<file path="src/rtl/spectrum_bar_renderer.sv">
// FFT bar-graph pixel source for lcd_driver: double-buffered bar heights, peak-hold markers,
// 1-cycle pixel latency, bank swap only at frame end.
module spectrum_bar_renderer #(
  parameter int          NUM_BARS     = 32,
  parameter int          BAR_W        = 15,
  parameter int          H_DISP       = 480,
  parameter int          V_DISP       = 272,
  parameter int          MAG_SHIFT    = 6,
  parameter int          DECAY_FRAMES = 4,
  parameter logic [15:0] BAR_COLOR    = 16'h07E0,
  parameter logic [15:0] PEAK_COLOR   = 16'hF800,
  parameter logic [15:0] BG_COLOR     = 16'h0000
) (
  input  logic        lcd_pclk,
  input  logic        sys_rst,
  input  logic [10:0] pixel_x,
  input  logic [10:0] pixel_y,
  input  logic        bin_valid,
  input  logic [15:0] bin_mag,
  input  logic        bin_last,
  output logic        bin_ready,
  output logic [15:0] pixel_data,
  output logic        frame_swap
);
  localparam int BW = (NUM_BARS > 1) ? $clog2(NUM_BARS) : 1;
  localparam int CW = (BAR_W > 1) ? $clog2(BAR_W) : 1;
  localparam int DW = (DECAY_FRAMES > 1) ? $clog2(DECAY_FRAMES) : 1;

  typedef enum logic [1:0] {S_FILL, S_FULL, S_SWAP} state_e;

  state_e                          state_q, state_d;
  logic                            disp_sel_q, disp_sel_d;
  logic [1:0][NUM_BARS-1:0][8:0]   bank_q, bank_d;
  logic [NUM_BARS-1:0][8:0]        pk_q, pk_d;
  logic [BW-1:0]                   wr_idx_q, wr_idx_d;
  logic [DW-1:0]                   dec_q, dec_d;
  logic [10:0]                     prev_y_q, prev_y_d;
  logic [CW-1:0]                   col_q, col_d;
  logic [BW-1:0]                   bar_q, bar_d;
  logic                            bin_ready_q, bin_ready_d;
  logic                            frame_swap_q, frame_swap_d;
  logic [15:0]                     pix_q, pix_d;

  logic        frame_end, accept, swap, decay_wrap;
  logic [15:0] mag_sh;
  logic [8:0]  sat_h, h, p;
  logic [10:0] bar_top, pk_row;

  assign frame_end  = (prev_y_q == 11'(V_DISP)) && (pixel_y == 11'd0);
  assign accept     = bin_valid && bin_ready_q && (state_q == S_FILL);
  assign swap       = (state_q == S_FULL) && frame_end;
  assign decay_wrap = frame_end && (dec_q == DW'(DECAY_FRAMES - 1));
  assign mag_sh     = bin_mag >> MAG_SHIFT;
  assign sat_h      = (mag_sh > 16'(V_DISP)) ? 9'(V_DISP) : mag_sh[8:0];

  assign h       = bank_q[disp_sel_q][bar_q];
  assign p       = pk_q[bar_q];
  assign bar_top = 11'(V_DISP) - {2'b00, h};
  assign pk_row  = 11'(V_DISP + 1) - {2'b00, p};

  always_comb begin
    logic [8:0] dec_v;
    logic [8:0] nh_v;
    state_d      = state_q;
    disp_sel_d   = disp_sel_q;
    bank_d       = bank_q;
    pk_d         = pk_q;
    wr_idx_d     = wr_idx_q;
    dec_d        = dec_q;
    prev_y_d     = pixel_y;
    col_d        = col_q;
    bar_d        = bar_q;
    dec_v        = '0;
    nh_v         = '0;

    // Column/bar trackers assume pixel_x steps by one from 1 after each blanking cycle.
    if (pixel_x == 11'd0) begin
      col_d = '0;
      bar_d = '0;
    end else if (col_q == CW'(BAR_W - 1)) begin
      col_d = '0;
      bar_d = bar_q + BW'(1);
    end else begin
      col_d = col_q + CW'(1);
    end

    if (pixel_x == 11'd0 || pixel_y == 11'd0)      pix_d = 16'h0000;
    else if (col_q == CW'(BAR_W - 1))               pix_d = BG_COLOR;
    else if (pixel_y > bar_top)                     pix_d = BAR_COLOR;
    else if (p > h && pixel_y == pk_row)            pix_d = PEAK_COLOR;
    else                                            pix_d = BG_COLOR;

    case (state_q)
      S_FILL: if (accept) begin
        bank_d[~disp_sel_q][wr_idx_q] = sat_h;
        wr_idx_d = wr_idx_q + BW'(1);
        if (bin_last || wr_idx_q == BW'(NUM_BARS - 1)) state_d = S_FULL;
      end
      S_FULL: if (frame_end) begin
        state_d            = S_SWAP;
        disp_sel_d         = ~disp_sel_q;
        bank_d[disp_sel_q] = '0;
        wr_idx_d           = '0;
      end
      default: state_d = S_FILL;
    endcase

    // New peaks see the incoming display bank, i.e. the current write bank.
    if (frame_end) begin
      dec_d = decay_wrap ? '0 : dec_q + DW'(1);
      for (int i = 0; i < NUM_BARS; i++) begin
        dec_v = (decay_wrap && pk_q[i] != 9'd0) ? pk_q[i] - 9'd1 : pk_q[i];
        nh_v  = bank_q[~disp_sel_q][i];
        pk_d[i] = (swap && nh_v > dec_v) ? nh_v : dec_v;
      end
    end

    frame_swap_d = swap;
    bin_ready_d  = (state_d == S_FILL);
  end

  always_ff @(posedge lcd_pclk or negedge sys_rst) begin
    if (!sys_rst) begin
      state_q      <= S_FILL;
      disp_sel_q   <= 1'b0;
      bank_q       <= '0;
      pk_q         <= '0;
      wr_idx_q     <= '0;
      dec_q        <= '0;
      prev_y_q     <= '0;
      col_q        <= '0;
      bar_q        <= '0;
      bin_ready_q  <= 1'b0;
      frame_swap_q <= 1'b0;
      pix_q        <= '0;
    end else begin
      state_q      <= state_d;
      disp_sel_q   <= disp_sel_d;
      bank_q       <= bank_d;
      pk_q         <= pk_d;
      wr_idx_q     <= wr_idx_d;
      dec_q        <= dec_d;
      prev_y_q     <= prev_y_d;
      col_q        <= col_d;
      bar_q        <= bar_d;
      bin_ready_q  <= bin_ready_d;
      frame_swap_q <= frame_swap_d;
      pix_q        <= pix_d;
    end
  end

  assign bin_ready  = bin_ready_q;
  assign frame_swap = frame_swap_q;
  assign pixel_data = pix_q;
endmodule

</file>
<file path="config.mk">
export PLATFORM = sky130hd
export DESIGN_NAME = spectrum_bar_renderer
export DESIGN_NICKNAME = d
export VERILOG_FILES = /design/src/rtl/spectrum_bar_renderer.sv
export SDC_FILE = /design/constraint.sdc
export NUM_CORES = 2
export LEC_CHECK = 0
export ABC_AREA = 1
export BUFFER_PORTS_ARGS = -buffer_cell sky130_fd_sc_hd__buf_2
export CORE_MARGIN = 4
export CORE_UTILIZATION = 40
export CTS_BUF_LIST = sky130_fd_sc_hd__clkbuf_16
export DETAILED_ROUTE_END_ITERATION = 6
export PLACE_DENSITY = 0.53
export SLEW_MARGIN = 20
export SYNTH_ARGS = -nofsm -noshare
export SYNTH_HDL_FRONTEND = slang
export SYNTH_SLANG_ARGS = --single-unit
</file>
<file path="constraint.sdc">
create_clock -name lcd_pclk -period 9 [get_ports lcd_pclk]
set_clock_uncertainty 0.15 [all_clocks]
set_input_delay 2.7 -clock lcd_pclk [delete_from_list [all_inputs] [get_ports lcd_pclk]]
set_output_delay 2.7 -clock lcd_pclk [all_outputs]
set_load 0.02 [all_outputs]
</file>
# [Word level (Yosys, flattened, before mapping)]
# Index checks and enable logic that the tools add are counted.
[word_totals] regBits=912 latch_bits=0 ram_bits=0 romBits=0 in_bits=42 output_inout_bits=18 word_cells=411 mem_count=0
[classes] addsub=38 mul=0 div_mod_pow=0 order_cmp=42 eq_ne=8 n_shift=0 mux=99 bitwise_logic=3 n_reduce_logical=115
[op_table] operator="$mux W288" count=6
[op_table] operator="$mux W576" count=2
[op_table] operator="$pmux W576 S2" count=1
[op_table] operator="$mux W9" count=68
[op_table] operator="$and A576 B576 Y576" count=1
[op_table] operator="$bwmux W576" count=1
[op_table] operator="$demux W288 S1" count=2
[op_table] operator="$not A576 Y576" count=1
[op_table] operator="$gt A9 B9 Y1" count=33
[op_table] operator="$reduce_bool A9 Y1" count=32
[op_table] operator="$sub A9 B1 Y9 const B" count=32
[op_table] operator="$bmux W9 S5" count=2
[op_table] operator="$logic_and A1 B1 Y1" count=73
[op_table] operator="$mux W16" count=4
[op_table] operator="$demux W9 S5" count=1
[op_table] operator="$logic_not A11 Y1" count=2
[op_table] operator="$mux W5" count=4
[op_table] operator="$sub A9 B9 Y10 const A" count=2
[op_table] operator="$lt A5 B6 Y1 const B" count=2
[op_table] operator="$eq A11 B11 Y1" count=1
[op_table] operator="$eq A11 B9 Y1 const B" count=1
[op_table] operator="$gt A11 B11 Y1" count=1
[op_table] operator="$add A5 B1 Y5 const B" count=2
[op_table] operator="$gt A10 B9 Y1 const B" count=1
[op_table] operator="other kinds (20)" count=30

# [Logic depth before layout (Yosys ltp)]
[depth] depth_word=10 mapped_depth=32 depth_no_buf=30

# [Worst setup path after synthesis]
# OpenSTA, ideal clock, no wires.
[synth_path] path_type="input-to-reg" startpoint="input pixel_y[9]" endpoint="register pk_q[109] (netlist bit)" setup_ns=0.132 t_arrival_ns=5.435 required_time_ns=8.718 slack_ns=3.283 path_stages=23 n_path_buf=3 path_cell_list="nor2_1 inv_1 nor3_1 nand2_1 inv_1 nand2_2 nor2_2 buf_4 buf_6 nand2_2 inv_2 o21ai_1 ha_1 nand2_1 o21a_1 o21a_1 o21ai_0 a21oi_1 o21bai_1 nand3_1 inv_1 clkbuf_1 o21ai_0"
[synth_via] elab_chain_len=8 word_cells_on_any_way=9 classes_between="order compare: 1; mux: 2; reduce/logical: 6"
[synth_lines] item="start, declared" line="17" text="input logic [10:0] pixel_y,"
[synth_lines] item="$logic_not A11 Y1 (*)" line="49" text="assign frame_end = (prev_y_q == 11'(V_DISP)) && (pixel_y == 11'd0);"
[synth_lines] item="$logic_and A1 B1 Y1 (*)" line="49"
[synth_lines] item="$logic_and A1 B1 Y1" line="52" text="assign decay_wrap = frame_end && (dec_q == DW'(DECAY_FRAMES - 1));"
[synth_lines] item="$logic_and A1 B1 Y1" line="112" text="dec_v = (decay_wrap && pk_q[i] != 9'd0) ? pk_q[i] - 9'd1 : pk_q[i];"
[synth_lines] item="$mux W9" line="112"
[synth_lines] item="$gt A9 B9 Y1" line="114" text="pk_d[i] = (swap && nh_v > dec_v) ? nh_v : dec_v;"
[synth_lines] item="$logic_and A1 B1 Y1" line="114"
[synth_lines] item="$mux W9" line="114"
[synth_lines] item="end signal, assigned" line="140" text="pk_q <= pk_d;"
[synth_lines] item="end, declared" line="34" text="logic [NUM_BARS-1:0][8:0] pk_q, pk_d;"
# Every way passes the cells marked *; elsewhere a longest branch is shown, timed or not.
# A chain may end at the register's enable or synchronous reset.

# [Worst setup path after layout]
[layout_path] startpoint="input pixel_y[1]" endpoint="register pk_q[224] (netlist bit)"
# The elaborated chain is that of the path after synthesis.

==> impl_metrics.yaml <==
critical_path:
  path_common_cell: "nand2_1"
  cp-start-kind: "input port"
  end_kind: "register"
  cp_slowest_stage_delay_ns: 0.38
  critPathSlowestCell: "buf_12"
  path_class: "in -> reg"
  cp_max_fo: 49
  cp_cell_sequence: "buf_2 > inv_1 > nand4_1 > nor2_1 > nand2_1 > inv_1 > nand2_2 > nor2_4 > buf_12 > nand2_1 > clkinv_1 > nand2_1 > o21ai_0 > ha_1 > a21oi_1 > o21a_1 > o21ai_0 > nand3_1 > nand2_1 > a21oi_1 > o21bai_1 > nand3_1 > clkinv_1 > o21ai_0"
  cp.arrival_ns: 6.72
  critPathRequiredTime_ns: 9.47
global_routing:
  grt_max_degree: 158
  grt_pass1_wl_um: 378000
  overflow: 0
  antenna_found_initial: 8
  grt_usage: 0.279
  grt_pass1_vias: 60300
finish:
  drive_above_1_share: 0.0507
  fin_nets: 9850
  area_delta_synth_final_pct: 7.40
  instances_no_fill: 11700
power:
  switchingPower_mw: 4.59
  power-per-cell-area_mw_per_mm2: 170
  irDropWorstVdd_mv: 0.185
  seqPwrFrac: 0.339
  combPwrFrac: 0.281
  clkPwrFrac: 0.380
  p_leak_nw: 31.4
  p_int_mw: 7.62
  sw_frac_of_total: 0.376
place:
  io_buffers: 48
  place.detailed.hpwl_um: 168000
  globalplace.congestion: 0.917
  post-place-ws_ns: 2.09
  dpl.cell_count: 11500
logic_synthesis:
  synth_top_area_share: 0.335
  synth_fa_ha_area_frac: 0.0655
  yosysTopAreaCell: "dfrtp_1"
  netlist_instances: 9759
  synthSimpleGateAreaFrac: 0.259
  yosysWarnings: 0
  ys_ff_latch: 898
  yosysSeqAreaShare: 0.335
  synthFlopType: "dfrtp_1"
  synth_top_cells_by_area: "dfrtp_1 (34%), nand2_1 (13%), o21ai_0 (10%)"
  synth_top_family_by_area: "simple AND/OR/NAND/NOR gates"
  yosysMostFrequentCell: "nand2_1"
  synth_xor_area_frac: 0.0295
  synth_cell_type_count: 54
  syn_area_per_cell_um2: 6.87
  muxShareOfSynthArea: 0.00164
  async_flop_share: 1.00
  synth_edf_count: 0
  synth_compound_area_frac: 0.214
  synthTopCellsByCount: "nand2_1 (2254), o21ai_0 (1377), dfrtp_1 (898)"
  syn_area_mm2: 0.0670
timing:
  rsz0062_at_grt: "no"
  maxSlewHeadroom: 0.251
  tightest_slew_ns: 1.12
  setup_viol: 0
  post-route-period-util: 0.694
  post-route-min-period_ns: 6.24
  setup_slack_ns: 2.76
  slew_viol_final: 0
  fmax_mhz: 160
  hold_viol: 0
  setup_tns_ns: 0
detailed_routing:
  drc_errors: 0
  vias_per_cell: 5.64
  ant_nets: 0
  wirelength_um: 251000
  drtPass1Iterations: 6
  wl_per_cell_um: 21.4
  dr_total_vias: 66300
  first_iter_violations: 6655
clock_tree:
  clkSlewWorstSetupHoldPaths_ns: 0.06
  cts_sinks: 898
  cts_buffer_depth: 3
  clock_latency_ns: 0.74
  cts_setup_buffers: 0
  cts_hold_buffers: 0
  htree_levels: 3
  cts_buffers: 114
  cts_resized: 0
  cts_tree: "built"
  cts_root_buf: "clkbuf_16"
die:
  dieArea_mm2: 0.174
  io_pins: 60
  die_h_um: 417
  start_util: 0.404
  die_w_um: 417
  row_count: 149
  coreArea_mm2: 0.166
worst_hold_path:
  hp-class: "reg -> reg"
job:
  drv_cap: 0
run_status:
  status: "finished, final reports clean"
## power by group through the flow
| stage | Combinational, mW | Clock, mW | Sequential, mW |
|---|---|---|---|
| finish | 3.43 | 4.64 | 4.14 |
| global route | 3.68 | 4.90 | 4.14 |
| CTS | 3.39 | 4.74 | 4.14 |
| detailed placement | 3.38 | 0 | 4.21 |
| global placement | 3.36 | 0 | 4.21 |
| floorplan | 2.02 | 0 | 4.15 |
## path summary, 6_finish.rpt
path / cells past startpoint / endpoint / from / slack, ns
min in group asynchronous: 1 / pk_q[137] / sys_rst / 1.81
min: 1 / col_q[0] / col_q[0] / 0.34
max reg2reg: 29 / pixel_data[14] / disp_sel_q / 3.17
max: 24 / pk_q[224] / pixel_y[1] / 2.76
max in group asynchronous: 3 / pk_q[78] / sys_rst / 5.24
min reg2reg: 1 / col_q[0] / col_q[0] / 0.34
## cells in the final DEF (no fill, tap or decap), types with 6 or more instances in the layout
master     netlist  layout
a211oi_1        19      19
a21o_1          12      12
a21oi_1        443     443
a21oi_2          7       7
a31oi_1        150     150
buf_12           0      23
buf_2          263      47
buf_4           52      65
bufinv_16        0      12
clkbuf_16        0     118
clkinv_1        38      59
clkinv_2         0      26
dfrtp_1        898     894
ha_1           351     351
inv_1          855     873
inv_2           49      54
mux2i_1         11      11
nand2_1       2254    2248
nand2_2         21      22
nand2_4          1       6
nand3_1        735     735
nand4_1         88      88
nor2_1         843     838
nor2_2           9       8
nor2_4           1       7
nor3_1         200     200
nor4_1          17      17
o211ai_1       182     182
o21a_1          28      28
o21ai_0       1377    1377
o21ai_1        147     140
o21ai_2         28      35
o21ai_4         15      15
o21bai_1        14      14
o221ai_1        30      30
o22ai_1        105     105
or2_2           14      14
xnor2_1         28      28
xor2_1         198     198
## kinds of logic (layout without fill, tap and decap cells)
kind of cell	Yosys count	in the layout
other cells	1	9
xor+xnor	226	226
mux	11	11
simple gates	4196	4196
buf+inv	1500	1290
compound gates	2576	2576
fa+ha+maj	351	351
flops	898	898
## flip-flops by register name, indices dropped and copies added, names as in the netlist, 2 cells and up
| register | cells |
|---|---|
| bank_q | 576 |
| pk_q | 288 |
| prev_y_q | 11 |
| bar_q | 5 |
| wr_idx_q | 5 |
| col_q | 4 |
| dec_q | 2 |
| pixel_data | 2 |
| state_q | 2 |
## metal layers
| layer | vias up | global-route usage | part of all wire |
|---|---|---|---|
| met5 | - | 0 | 0 |
| met4 | 0 | 0.100 | 0.039 |
| met3 | 396 | 0.0329 | 0.065 |
| met2 | 2159 | 0.435 | 0.44 |
| met1 | 31500 | 0.399 | 0.46 |
| li1 | 32200 | - | - |
## area by class of cell
| cell class | count | area, um2 |
|---|---|---|
| antenna | 4 | 10.0 |
| clock buffer | 118 | 2950 |
| clock inverter | 94 | 738 |
| fill | 17200 | 93700 |
| inverter | 942 | 3560 |
| multi-input combinational | 7365 | 38300 |
| sequential | 898 | 22500 |
| tap | 2189 | 2740 |
| timing repair buffer | 136 | 1200 |
## per-stage QoR
| step | util | power, mW | area (um2) | hold slack (ns) |
|---|---|---|---|---|
| after floorplan | - | 6.18 | 67000 | 0.303 |
| after detailed placement | 0.412 | 7.59 | 68300 | 0.330 |
| final | 0.434 | 12.2 | 72000 | 0.343 |
| after global routing | 0.434 | 12.7 | 72000 | 0.365 |
| after CTS | 0.434 | 12.3 | 72000 | 0.341 |
| after global placement | 0.412 | 7.58 | 68300 | 0.321 |
## critical path: cells and delay by family
family          cells  cell delay, ns
fa+ha+maj           1            0.32
buf+inv             6            1.24
compound gates      7            1.03
simple gates       10            1.31
(Power assumes the default switching activity.)
